$ cat src/rtl/cpu_pkg.sv
// Shared types for the operand-fetch / effective-address sequencer.
// Holds addressing modes, sequencer states and bus direction constants.
package cpu_pkg;

    typedef enum logic [2:0] {
        ADR_IMPL = 3'd0,
        ADR_IMM  = 3'd1,
        ADR_ZP   = 3'd2,
        ADR_ZPX  = 3'd3,
        ADR_ABS  = 3'd4,
        ADR_ABSX = 3'd5,
        ADR_IND  = 3'd6
    } adr_mode_e;

    typedef enum logic [2:0] {
        S_IDLE,
        S_OP_LO,
        S_OP_HI,
        S_FIX,
        S_PTR_LO,
        S_PTR_HI,
        S_DATA,
        S_DONE
    } seq_state_e;

    localparam logic RW_READ  = 1'b1;
    localparam logic RW_WRITE = 1'b0;

endpackage

$ cat src/rtl/cpu_ea_adder.sv
// Base + index adder shared by the ZPX, ABSX and IND address paths.
// Ports: base, index, zp_wrap (keep high byte) -> sum, page_cross.
module cpu_ea_adder #(
    parameter int ADDR_W = 16,
    parameter int DATA_W = 8
) (
    input  logic [ADDR_W-1:0] base,
    input  logic [DATA_W-1:0] index,
    input  logic              zp_wrap,
    output logic [ADDR_W-1:0] sum,
    output logic              page_cross
);

    localparam int PAD = ADDR_W - DATA_W;

    logic [DATA_W:0]   lo_sum;
    logic [ADDR_W-1:0] full_sum;

    assign lo_sum   = {1'b0, base[DATA_W-1:0]} + {1'b0, index};
    assign full_sum = base + {{PAD{1'b0}}, index};

    assign page_cross = lo_sum[DATA_W];

    // zp_wrap keeps the high byte and lets the low byte roll over
    assign sum = zp_wrap ? {base[ADDR_W-1:DATA_W], lo_sum[DATA_W-1:0]}
                         : full_sum;

endmodule

$ cat src/rtl/cpu_addr_seq.sv
// Operand-fetch and effective-address sequencer; owns PC and bus.
// Ports: start/mode/index/is_write/wdata_in/pc_load* from the core,
//   ready/data_bus_in from memory; drives adr_bus, data_bus_out, RW,
//   busy, done, operand, ea, pc. All state changes on negedge clk.
// Build option: CPU_IND_PAGE_BUG_EN makes the IND high-pointer fetch
//   wrap inside the pointer's page (NMOS behaviour).
module cpu_addr_seq
    import cpu_pkg::*;
#(
    parameter int ADDR_W = 16,
    parameter int DATA_W = 8,
    parameter logic [ADDR_W-1:0] RESET_PC = ADDR_W'(16'h8000)
) (
    input  logic              clk,
    input  logic              n_reset,
    input  logic              start,
    input  logic [2:0]        mode,
    input  logic [DATA_W-1:0] index,
    input  logic              is_write,
    input  logic [DATA_W-1:0] wdata_in,
    input  logic              pc_load,
    input  logic [ADDR_W-1:0] pc_load_val,
    input  logic              ready,
    input  logic [DATA_W-1:0] data_bus_in,
    output logic [ADDR_W-1:0] adr_bus,
    output logic [DATA_W-1:0] data_bus_out,
    output logic              RW,
    output logic              busy,
    output logic              done,
    output logic [DATA_W-1:0] operand,
    output logic [ADDR_W-1:0] ea,
    output logic [ADDR_W-1:0] pc
);

    localparam int PAD = ADDR_W - DATA_W;

`ifdef CPU_IND_PAGE_BUG_EN
    localparam logic IND_WRAP = 1'b1;
`else
    localparam logic IND_WRAP = 1'b0;
`endif

    localparam logic [ADDR_W-1:0] PC_ONE  = {{(ADDR_W-1){1'b0}}, 1'b1};
    localparam logic [DATA_W-1:0] IDX_ONE = {{(DATA_W-1){1'b0}}, 1'b1};

    seq_state_e        state_q, state_n;
    adr_mode_e         mode_q, mode_n;
    logic [ADDR_W-1:0] pc_q, pc_n;
    logic [ADDR_W-1:0] adr_q, adr_n;
    logic              rw_q, rw_n;
    logic [DATA_W-1:0] dbo_q, dbo_n;
    logic [ADDR_W-1:0] ea_q, ea_n;
    logic [DATA_W-1:0] opnd_q, opnd_n;
    logic [DATA_W-1:0] lo_q, lo_n;
    logic [ADDR_W-1:0] ptr_q, ptr_n;
    logic              wr_q, wr_n;
    logic [DATA_W-1:0] idx_q, idx_n;

    logic [ADDR_W-1:0] add_base;
    logic [DATA_W-1:0] add_idx;
    logic              add_wrap;
    logic [ADDR_W-1:0] add_sum;
    logic              add_cross;

    logic              enter_data;
    logic [ADDR_W-1:0] data_addr;
    logic [ADDR_W-1:0] pc_inc;
    logic [ADDR_W-1:0] hi_lo;

    assign pc_inc = pc_q + PC_ONE;
    assign hi_lo  = {data_bus_in, lo_q};

    cpu_ea_adder #(
        .ADDR_W (ADDR_W),
        .DATA_W (DATA_W)
    ) u_adder (
        .base       (add_base),
        .index      (add_idx),
        .zp_wrap    (add_wrap),
        .sum        (add_sum),
        .page_cross (add_cross)
    );

    // Adder operand select, one user per state
    always_comb begin
        add_base = '0;
        add_idx  = '0;
        add_wrap = 1'b0;
        unique case (state_q)
            S_OP_LO: begin
                add_base = {{PAD{1'b0}}, data_bus_in};
                add_idx  = idx_q;
                add_wrap = 1'b1;
            end
            S_OP_HI: begin
                add_base = hi_lo;
                add_idx  = idx_q;
            end
            S_PTR_LO: begin
                add_base = ptr_q;
                add_idx  = IDX_ONE;
                add_wrap = IND_WRAP;
            end
            default: ;
        endcase
    end

    always_comb begin
        state_n    = state_q;
        mode_n     = mode_q;
        pc_n       = pc_q;
        adr_n      = adr_q;
        rw_n       = rw_q;
        dbo_n      = dbo_q;
        ea_n       = ea_q;
        opnd_n     = opnd_q;
        lo_n       = lo_q;
        ptr_n      = ptr_q;
        wr_n       = wr_q;
        idx_n      = idx_q;
        enter_data = 1'b0;
        data_addr  = ea_q;

        unique case (state_q)
            S_IDLE: begin
                if (pc_load) begin
                    pc_n  = pc_load_val;
                    adr_n = pc_load_val;
                end
                if (start) begin
                    mode_n = adr_mode_e'(mode);
                    wr_n   = is_write;
                    idx_n  = index;
                    // IMPL and unused codes need no bus cycle
                    if (mode == ADR_IMPL || mode > ADR_IND)
                        state_n = S_DONE;
                    else
                        state_n = S_OP_LO;
                end
            end
            S_OP_LO: begin
                lo_n = data_bus_in;
                pc_n = pc_inc;
                case (mode_q)
                    ADR_IMM: begin
                        opnd_n  = data_bus_in;
                        adr_n   = pc_inc;
                        state_n = S_DONE;
                    end
                    ADR_ZP: begin
                        ea_n       = {{PAD{1'b0}}, data_bus_in};
                        enter_data = 1'b1;
                        data_addr  = {{PAD{1'b0}}, data_bus_in};
                    end
                    ADR_ZPX: begin
                        ea_n       = add_sum;
                        enter_data = 1'b1;
                        data_addr  = add_sum;
                    end
                    ADR_ABS, ADR_ABSX, ADR_IND: begin
                        adr_n   = pc_inc;
                        state_n = S_OP_HI;
                    end
                    default: begin
                        adr_n   = pc_inc;
                        state_n = S_DONE;
                    end
                endcase
            end
            S_OP_HI: begin
                pc_n = pc_inc;
                case (mode_q)
                    ADR_ABS: begin
                        ea_n       = hi_lo;
                        enter_data = 1'b1;
                        data_addr  = hi_lo;
                    end
                    ADR_ABSX: begin
                        ea_n = add_sum;
                        // Dummy read at the un-carried address
                        if (add_cross || wr_q) begin
                            adr_n   = {data_bus_in,
                                       add_sum[DATA_W-1:0]};
                            state_n = S_FIX;
                        end else begin
                            enter_data = 1'b1;
                            data_addr  = add_sum;
                        end
                    end
                    ADR_IND: begin
                        ptr_n   = hi_lo;
                        adr_n   = hi_lo;
                        state_n = S_PTR_LO;
                    end
                    default: begin
                        adr_n   = pc_inc;
                        state_n = S_DONE;
                    end
                endcase
            end
            S_FIX: begin
                enter_data = 1'b1;
                data_addr  = ea_q;
            end
            S_PTR_LO: begin
                lo_n    = data_bus_in;
                adr_n   = add_sum;
                state_n = S_PTR_HI;
            end
            S_PTR_HI: begin
                ea_n    = hi_lo;
                opnd_n  = '0;
                adr_n   = pc_q;
                state_n = S_DONE;
            end
            S_DATA: begin
                if (!wr_q)
                    opnd_n = data_bus_in;
                rw_n    = RW_READ;
                dbo_n   = '0;
                adr_n   = pc_q;
                state_n = S_DONE;
            end
            S_DONE: begin
                rw_n    = RW_READ;
                adr_n   = pc_q;
                state_n = S_IDLE;
            end
            default: state_n = S_IDLE;
        endcase

        if (enter_data) begin
            state_n = S_DATA;
            adr_n   = data_addr;
            rw_n    = wr_q ? RW_WRITE : RW_READ;
            dbo_n   = wr_q ? wdata_in : '0;
        end
    end

    always_ff @(negedge clk) begin
        if (!n_reset) begin
            state_q <= S_IDLE;
            mode_q  <= ADR_IMPL;
            pc_q    <= RESET_PC;
            adr_q   <= RESET_PC;
            rw_q    <= RW_READ;
            dbo_q   <= '0;
            ea_q    <= '0;
            opnd_q  <= '0;
            lo_q    <= '0;
            ptr_q   <= '0;
            wr_q    <= 1'b0;
            idx_q   <= '0;
        end else if (ready) begin
            state_q <= state_n;
            mode_q  <= mode_n;
            pc_q    <= pc_n;
            adr_q   <= adr_n;
            rw_q    <= rw_n;
            dbo_q   <= dbo_n;
            ea_q    <= ea_n;
            opnd_q  <= opnd_n;
            lo_q    <= lo_n;
            ptr_q   <= ptr_n;
            wr_q    <= wr_n;
            idx_q   <= idx_n;
        end
    end

    assign adr_bus      = adr_q;
    assign data_bus_out = dbo_q;
    assign RW           = rw_q;
    assign busy         = (state_q != S_IDLE);
    assign done         = (state_q == S_DONE) && ready;
    assign operand      = opnd_q;
    assign ea           = ea_q;
    assign pc           = pc_q;

endmodule
$ cat config.mk
export PLATFORM = sky130hd
export DESIGN_NAME = cpu_addr_seq
export DESIGN_NICKNAME = d
export VERILOG_FILES = /design/src/rtl/cpu_pkg.sv /design/src/rtl/cpu_ea_adder.sv /design/src/rtl/cpu_addr_seq.sv
export SDC_FILE = /design/constraint.sdc
export NUM_CORES = 1
export LEC_CHECK = 0
export ABC_CLOCK_PERIOD_IN_PS = 7900
export CAP_MARGIN = 20
export CORE_ASPECT_RATIO = 1.1
export CORE_MARGIN = 10
export CORE_UTILIZATION = 55
export CTS_CLUSTER_DIAMETER = 60
export DETAILED_ROUTE_END_ITERATION = 16
export GPL_TIMING_DRIVEN = 0
export PLACE_DENSITY = 0.81
export SLEW_MARGIN = 20
export SYNTH_ARGS = -nofsm -noshare
export SYNTH_HDL_FRONTEND = slang
export SYNTH_HIERARCHICAL = 1
export SYNTH_SLANG_ARGS = --single-unit
$ cat constraint.sdc
create_clock -name clk -period 7.9 [get_ports clk]
set_input_delay 1.975 -clock clk [delete_from_list [all_inputs] [get_ports clk]]
set_output_delay 1.975 -clock clk [all_outputs]
set_load 0.05 [all_outputs]
# Yosys cells after proc, flatten, opt, wreduce, memory -nomap -nowiden
# Index checks and enable logic that the tools add are counted.
# op_classes
n_lt_le_gt_ge,1
muxes,37
eq_ne,22
reduce_logical,30
add_sub_neg,3
# ops
op,n
16-bit one-hot mux with 2 select lines,5
16-bit one-hot mux with 3 select lines,3
16-bit 2-to-1 mux,6
16-bit one-hot mux with 5 select lines,1
8-bit 2-to-1 mux,5
8-bit one-hot mux with 3 select lines,1
3-bit equality test (second input constant),7
3-bit one-hot mux with 6 select lines,1
16-bit by 1-bit adder with 16-bit output (second input constant),1
16-bit by 8-bit adder with 16-bit output,1
8-bit one-hot mux with 2 select lines,1
3-bit by 2-bit equality test with 1-bit output (second input constant),4
3-bit 2-to-1 mux,4
3-bit != test (second input constant),4
3-bit AND reduction,4
6-bit AND reduction,2
2-bit OR reduction,5
8-bit by 8-bit adder with 9-bit output,1
3-bit one-hot mux with 3 select lines,1
3-bit nonzero test,3
7-bit nonzero test,1
3-bit by 1-bit equality test with 1-bit output (second input constant),2
3-bit zero test,2
1-bit 2-to-1 mux,6
other kinds (15),22
# word_totals
in_bits,49
elab_cells,105
reg_bits,104

# Longest topological paths before layout
# Gate-level depths: netlist of the first run.
# depth
ltp_word,10
depth_mapped,22
mapped_depth_nobuf,16

# By module
# The synthesis of the first run kept the hierarchy.
# modules_own_cells
mod,n_inst,area_per_inst_um2,cells_each,seq_area_each_um2
cpu_addr_seq,1,7063.0,900,2082.0
cpu_ea_adder,1,491.7,63,0.0

==> flow_summary.toml, run 1 <==
[power_and_ir_drop]
pwr-share-comb_pct = 36.1
power_switching_mw = 0.964
power_density_mw_per_mm2 = 195
p_int_mw = 1.18
p_clk_share_pct = 35.1
switching_share_pct = 45.0
power.leakage_nw = 4.50
peakVddDrop_v = 0.000135
power_frac_seq_pct = 28.8

[floorplan]
start_util_pct = 56.7
io_pins = 116
die_w_um = 132
die-area_mm2 = 0.0188
num_rows = 44
core_area_mm2 = 0.0133
dieHeight_um = 143

[setup_path]
path_max_fanout = 4
required_ns = 4.27
startpoint_type = "input pin"
rrSetupSlack_ns = 3.02
reg2reg_depth = 19
arrival_ns = 5.11
cp-end-kind = "flip-flop"
crit_type = "in -> reg"
r2r_end = "adr_bus[14]$_SDFFE_NN0P_"
r2r_start = "state_q[1]$_SDFFE_NN0P_"

[yosys]
ys_ff_latch = 104
synth-warning-count = 6
yosys.cell_types.count = 80
ys_async_sr_fraction_pct = 0
synth_edf_count = 0
syn_area_mm2 = 0.00755
syn_area_per_cell_um2 = 7.85
synth_ff_type = "dfxtp_1"
syn-num-nets = 1022
ys_seq_area_share_pct = 27.6
syn-instance-count = 963

[finish]
fin_cells = 1435
mostFrequentLayoutCell = "nand2_1"
final_cell_mix = "nand2_1, inv_1, dfxtp_1"
finalNetCount = 1305
num_antenna_cells = 0
drive_gt1_share_pct = 21.6
syn2layout_area_growth_pct = 45.2
nFillCells = 860
final_core_util_pct = 82.3

[timing]
fin_worst_skew_ns = 0.0976
finalSetupViolCount = 40
layout_setup_ws_ns = -0.842
tightest_slew_ns = 1.04
final_max_slew_viol_count = 0
max_slew_margin_pct = 30.2
rsz0062_at_grt = "true"
finalHoldViolations = 0

[clocking]
clkLatencyLatePin_ns = 0.52
clockBufferDepth = 2
numCtsBuffers = 9
cts_htree_levels = 3
clk_pin_slew_ns = 0.04
root_buffer = "clkbuf_16"
hold_buffers = 0
tritoncts = "yes"
cts_sinks = 104

[grt]
grt_use_met1_pct = 37.3
antenna_found_initial = 1
met3_usage_pct = 11.6
grt_pass1_vias = 9593
use_met2_pct = 56.0
busiest_layer = "met2"
grt_max_degree = 20
overflow = 0
gr-usage-all-layers_pct = 35.1
grt_pass1_wl_mm = 52.3

[route]
first_pass_iters = 14
vias_per_cell = 6.96
wl_per_cell_um = 25.7
vias = 9987
drtIter0Drc = 1739
totalWireLength_mm = 36.9
antenna_left = 0
drcViolationCount = 0

[placed_design]
dp_hpwl_mm = 23.4
numPortBuffers = 105
globalplace.congestion = 1.06
placedCellCount = 1252

[status]
status = "finished, violations left"
failed_checks = "negative setup slack"

[hold_path]
holdCritPathClass = "reg -> reg"
hold_end = "operand[6]$_SDFFE_NN0P_"
hold_start = "operand[6]$_SDFFE_NN0P_"
hold_depth = 2

[job]
cap_violations = 0
-- cell usage after synthesis (9+ instances only) --
cell type | instances | area (um2)
nand2_1 | 131 | 492
and2_1 | 11 | 68.8
buf_2 | 30 | 150
o211a_1 | 15 | 150
dfxtp_1 | 104 | 2080
mux2_2 | 11 | 124
a21boi_0 | 36 | 270
o21ai_0 | 63 | 315
o211ai_1 | 12 | 90.1
and3_1 | 11 | 68.8
buf_4 | 11 | 82.6
nand3_1 | 34 | 170
nor2b_1 | 24 | 150
buf_6 | 9 | 101
xor2_1 | 13 | 114
nor3_1 | 12 | 60.1
o2111ai_1 | 13 | 114
a222oi_1 | 20 | 200
nor2_1 | 60 | 225
a22oi_1 | 31 | 233
nand4_1 | 14 | 87.6
xnor2_1 | 16 | 140
a22o_1 | 16 | 140
inv_1 | 15 | 56.3
mux2i_1 | 16 | 160
a21oi_1 | 48 | 240
a211oi_1 | 18 | 135
ha_1 | 9 | 113
clkbuf_1 | 35 | 131
a221oi_1 | 13 | 114
-- critical path: stages --
cell,delay [ns]
clkbuf_16,0.10
a22oi_2,0.07
o21ai_2,0.16
ha_2,0.24
inv_2,0.05
fa_2,0.36
nand2b_4,0.18
a21oi_4,0.15
nand3b_1,0.27
buf_4,0.17
nand4_1,0.15
xnor2_2,0.28
o21ai_2,0.21
o211ai_1,0.11
a21oi_1,0.16
o221ai_2,0.18
a32o_1,0.29
-- cell type report --
class	instances	area [um2]	share of cell area, %
multi-input combinational	752	5630	51.4
sequential	104	2080	19.0
timing repair buffer	169	1610	14.7
buffer	89	637	5.81
clock inverter	111	485	4.43
tap	184	230	2.10
clock buffer	9	225	2.05
inverter	17	66.3	0.605
-- how the worst max path moves through the flow --
stage | cells after the start | startpoint | slack [ns] | end
after global routing | 15 | data_bus_in[0] | -0.85 | adr_bus[10]$_SDFFE_NN0P_
after floorplan | 15 | data_bus_in[0] | -0.73 | adr_bus[10]$_SDFFE_NN0P_
after detailed placement | 13 | data_bus_in[7] | -1.61 | adr_bus[9]$_SDFFE_NN0P_
final | 17 | data_bus_in[0] | -0.84 | adr_bus[14]$_SDFFE_NN0P_
after CTS | 15 | data_bus_in[0] | -0.59 | adr_bus[10]$_SDFFE_NN0P_
after global placement | 13 | data_bus_in[7] | -1.59 | adr_bus[9]$_SDFFE_NN0P_
-- what timing repair did --
action                     CTS  global route
hold endpoints to repair     0             0
gates resized for setup    118            70
setup buffers               31            34
setup endpoints to repair   45            43
pin swaps                   49            61
cloned                       3             0
-- registers in the layout, summed over array words and instances (netlist names), 8 cells and up --
register	flops
lo_q	8
operand	8
idx_q	8
pc	16
adr_bus	16
ptr_q	16
ea	16
data_bus_out	8
-- metrics by stage --
stage	power, mW	setup WS [ns]	hold slack, ns	area (um2)	setup TNS [ns]
floorplan	1.12	-0.735	0.439	7670	-14.69
global placement	1.35	-1.59	0.436	8960	-48.97
detailed placement	1.35	-1.61	0.439	8960	-49.58
CTS	2.04	-0.590	0.449	10400	-11.05
global route	2.22	-0.847	0.465	11000	-18.43
finish	2.14	-0.842	0.450	11000	-17.62
-- metal layers --
layer  vias up  wire length [um]
met3       314              4920
met1      4525             12700
met4         2              3390
met2       977             15900
li1       4169                 -
met5         -                13
-- cell families (layout without fill, tap and decap cells) --
logic type / Yosys count / in the layout / synth area share (%)
AO/OA/AOI/OAI: 350 / 350 / 34.2
buffers and inverters: 108 / 395 / 7.34
adder cells (fa/ha/maj): 10 / 10 / 1.76
AND/OR/NAND/NOR: 335 / 336 / 22.0
multiplexers: 27 / 27 / 3.76
flip-flops: 104 / 104 / 27.6
XOR/XNOR: 29 / 29 / 3.36
-- power groups by stage --
stage / registers (mW) / logic, mW / clock network [mW]
after detailed placement: 0.619 / 0.652 / 0.0804
final: 0.616 / 0.773 / 0.750
after floorplan: 0.701 / 0.341 / 0.0804
after global routing: 0.617 / 0.799 / 0.808
after global placement: 0.618 / 0.649 / 0.0804
after CTS: 0.612 / 0.702 / 0.725
Note: power is estimated with default switching activity, not from simulation.
==> run 2, diff against run 1 <==
CELL_PAD_IN_SITES_DETAIL_PLACEMENT = 1   (was default)
CELL_PAD_IN_SITES_GLOBAL_PLACEMENT = 1   (was default)
CORE_UTILIZATION = 44   (was 55)
PLACE_DENSITY = default   (was 0.81)
PLACE_DENSITY_LB_ADDON = 0.1   (was default)
==> run 2 against run 1 <==
Against the previous run:
- the run still ends with negative setup slack left
- setup slack lost 0.30 ns
- die area grew 21%
- hold slack lost 0.0085 ns
- combinational power grew 7.2%
- wire length grew 29%
- clock skew shrank 0.0085 ns
- critical path depth grew 1
- sequential share of layout area shrank 0.19 points
- clock power grew 6.0%
- global-route usage grew 1.6 points
- cell area grew 1.0%
- register-to-register slack lost 0.40 ns
- largest power group unchanged
==> flow_summary.toml, run 2 (synthesis results as in run 1) <==
[status]
status = "finished, violations left"
failed_checks = "negative setup slack"

[timing]
finalSetupViolCount = 42
tightest_slew_ns = 1.32
layout_setup_ws_ns = -1.14
finalHoldViolations = 0
whs_ns = 0.441
max_slew_margin_pct = 11.2
rsz0062_at_grt = "true"
fin_worst_skew_ns = 0.0892
final_max_slew_viol_count = 0

[floorplan]
start_util_pct = 44.6
die-area_mm2 = 0.0228
die_w_um = 145
core_area_mm2 = 0.0170
dieHeight_um = 157
io_pins = 116
num_rows = 50

[finish]
nFillCells = 1993
finalNetCount = 1294
final_cell_mix = "nand2_1, inv_1, dfxtp_1"
drive_gt1_share_pct = 21.4
mostFrequentLayoutCell = "nand2_1"
syn2layout_area_growth_pct = 46.7
final_core_util_pct = 65.4

[route]
vias = 10500
totalWireLength_mm = 47.4
first_pass_iters = 7
vias_per_cell = 7.14
drtIter0Drc = 1361
wl_per_cell_um = 32.2
drcViolationCount = 0
antenna_left = 0

[setup_path]
worstPathCellList = "clkbuf_8, a22oi_2, o21ai_0, ha_1, o211ai_1, a21oi_4, buf_4, buf_6, nor2b_4, o21ai_2, o21ai_2, buf_4, nand3_4, buf_4, a22o_1, a21oi_1, o21ai_1, a32o_1"
reg2reg_depth = 21
path_max_fanout = 9
crit_type = "in -> reg"
rrSetupSlack_ns = 2.62
r2r_end = "adr_bus[11]$_SDFFE_NN0P_"
startpoint_type = "input pin"
cpMostUsedCell = "buf_4"
required_ns = 4.27
arrival_ns = 5.42
cp_top_family = "compound AO/OA/AOI/OAI gates"
cp_slowest_cell = "o21ai_0"
max_stage_delay_ns = 0.38
cp-end-kind = "flip-flop"
startpoint = "data_bus_in[5]"
worst-path-stages = 18
critPathCapture = "adr_bus[12]$_SDFFE_NN0P_"
r2r_start = "state_q[1]$_SDFFE_NN0P_"
crit_buf_inv = 5

[clocking]
cts_sinks = 104
clkLatencyLatePin_ns = 0.52
tritoncts = "yes"
hold_buffers = 0
cts_htree_levels = 3
root_buffer = "clkbuf_16"
clockBufferDepth = 2
clk_pin_slew_ns = 0.03
numCtsBuffers = 9

[job]
cap_violations = 0

[grt]
gr-usage-all-layers_pct = 36.6
grt_max_degree = 21
grt_pass1_vias = 11000
antenna_found_initial = 2
overflow = 0
grt_pass1_wl_mm = 64.9

[power_and_ir_drop]
power_density_mw_per_mm2 = 202
peakVddDrop_v = 0.000116
power.total_mw = 2.24
power.leakage_nw = 4.50

[placed_design]
numPortBuffers = 105
globalplace.congestion = 1.01
dp_hpwl_mm = 26.8

[hold_path]
holdCritPathClass = "reg -> reg"
[run 2: cell count changes in the layout (fill, tap and decap cells not counted), sizes merged]
cell,change
buf,-12
clkbuf,+2
nand3,-1
bufinv,-1
inv,+1
diode,+1
[run 2: area by class of cell]
| class | instances | area (um2) | area share [%] |
|---|---|---|---|
| tap | 234 | 293 | 2.64 |
| multi-input combinational | 751 | 5700 | 51.4 |
| antenna | 1 | 2.50 | 0.0226 |
| sequential | 104 | 2080 | 18.8 |
| timing repair buffer | 159 | 1580 | 14.2 |
| clock inverter | 111 | 475 | 4.29 |
| clock buffer | 9 | 225 | 2.03 |
| buffer | 89 | 662 | 5.97 |
| inverter | 17 | 66.3 | 0.598 |
[run 2: timing repair]
item / in CTS / in global routing
gates cloned: 2 / 1
gates resized for setup: 148 / 51
setup endpoints to repair: 45 / 44
pin swaps: 58 / 34
setup buffers: 34 / 18
[run 2: worst register-to-register path, stage by stage, from the launching register on]
cell	delay [ns]
dfxtp_1	0.33
buf_4	0.17
nor3b_2	0.70
clkbuf_1	0.62
nand2_1	0.13
o21ai_0	0.27
ha_2	0.35
inv_2	0.05
fa_2	0.36
nand2b_4	0.18
a21oi_4	0.15
buf_4	0.13
buf_6	0.09
nor2b_4	0.04
o21ai_2	0.20
o21ai_2	0.19
nand4_1	0.21
buf_4	0.17
nand2_8	0.08
a21oi_1	0.24
o211ai_1	0.19
a32o_1	0.30
[run 2: how the worst min path moves through the flow]
stage                                            start                            to  slack, ns  cells past startpoint
after floorplan                  idx_q[6]$_SDFFE_NN0P_         idx_q[6]$_SDFFE_NN0P_       0.44                      2
after global placement    data_bus_out[4]$_SDFFE_NN0P_  data_bus_out[4]$_SDFFE_NN0P_       0.44                      2
after detailed placement      adr_bus[15]$_SDFFE_NN1P_      adr_bus[15]$_SDFFE_NN1P_       0.43                      2
after CTS                     adr_bus[15]$_SDFFE_NN1P_      adr_bus[15]$_SDFFE_NN1P_       0.44                      2
after global routing          adr_bus[15]$_SDFFE_NN1P_      adr_bus[15]$_SDFFE_NN1P_       0.46                      2
final                         adr_bus[15]$_SDFFE_NN1P_      adr_bus[15]$_SDFFE_NN1P_       0.44                      2
[run 2: layer usage]
layer | routed length, um | track usage [%] | up-vias
met5 | 14 | 0 | -
met4 | 4380 | 32.1 | 2
met3 | 5710 | 11.9 | 375
met2 | 21300 | 60.0 | 926
met1 | 16000 | 37.4 | 5089
li1 | - | - | 4145
[run 2: report_power, final]
| group | internal, mW | total [mW] | switching (mW) | leakage (nW) |
|---|---|---|---|---|
| clock | 0.303 | 0.795 | 0.492 | 0.708 |
| sequential | 0.564 | 0.619 | 0.0551 | 0.846 |
| combinational | 0.287 | 0.829 | 0.542 | 2.94 |
[run 2: through the flow]
stage	TNS [ns]	area (um2)	setup WS (ns)	cells
floorplan	-14.69	7670	-0.735	963
detailed placement	-55.88	9020	-1.78	1302
global route	-39.41	11100	-1.34	1474
global placement	-55.09	9020	-1.77	1302
CTS	-12.82	10700	-0.602	1455
finish	-31.95	11100	-1.14	1475
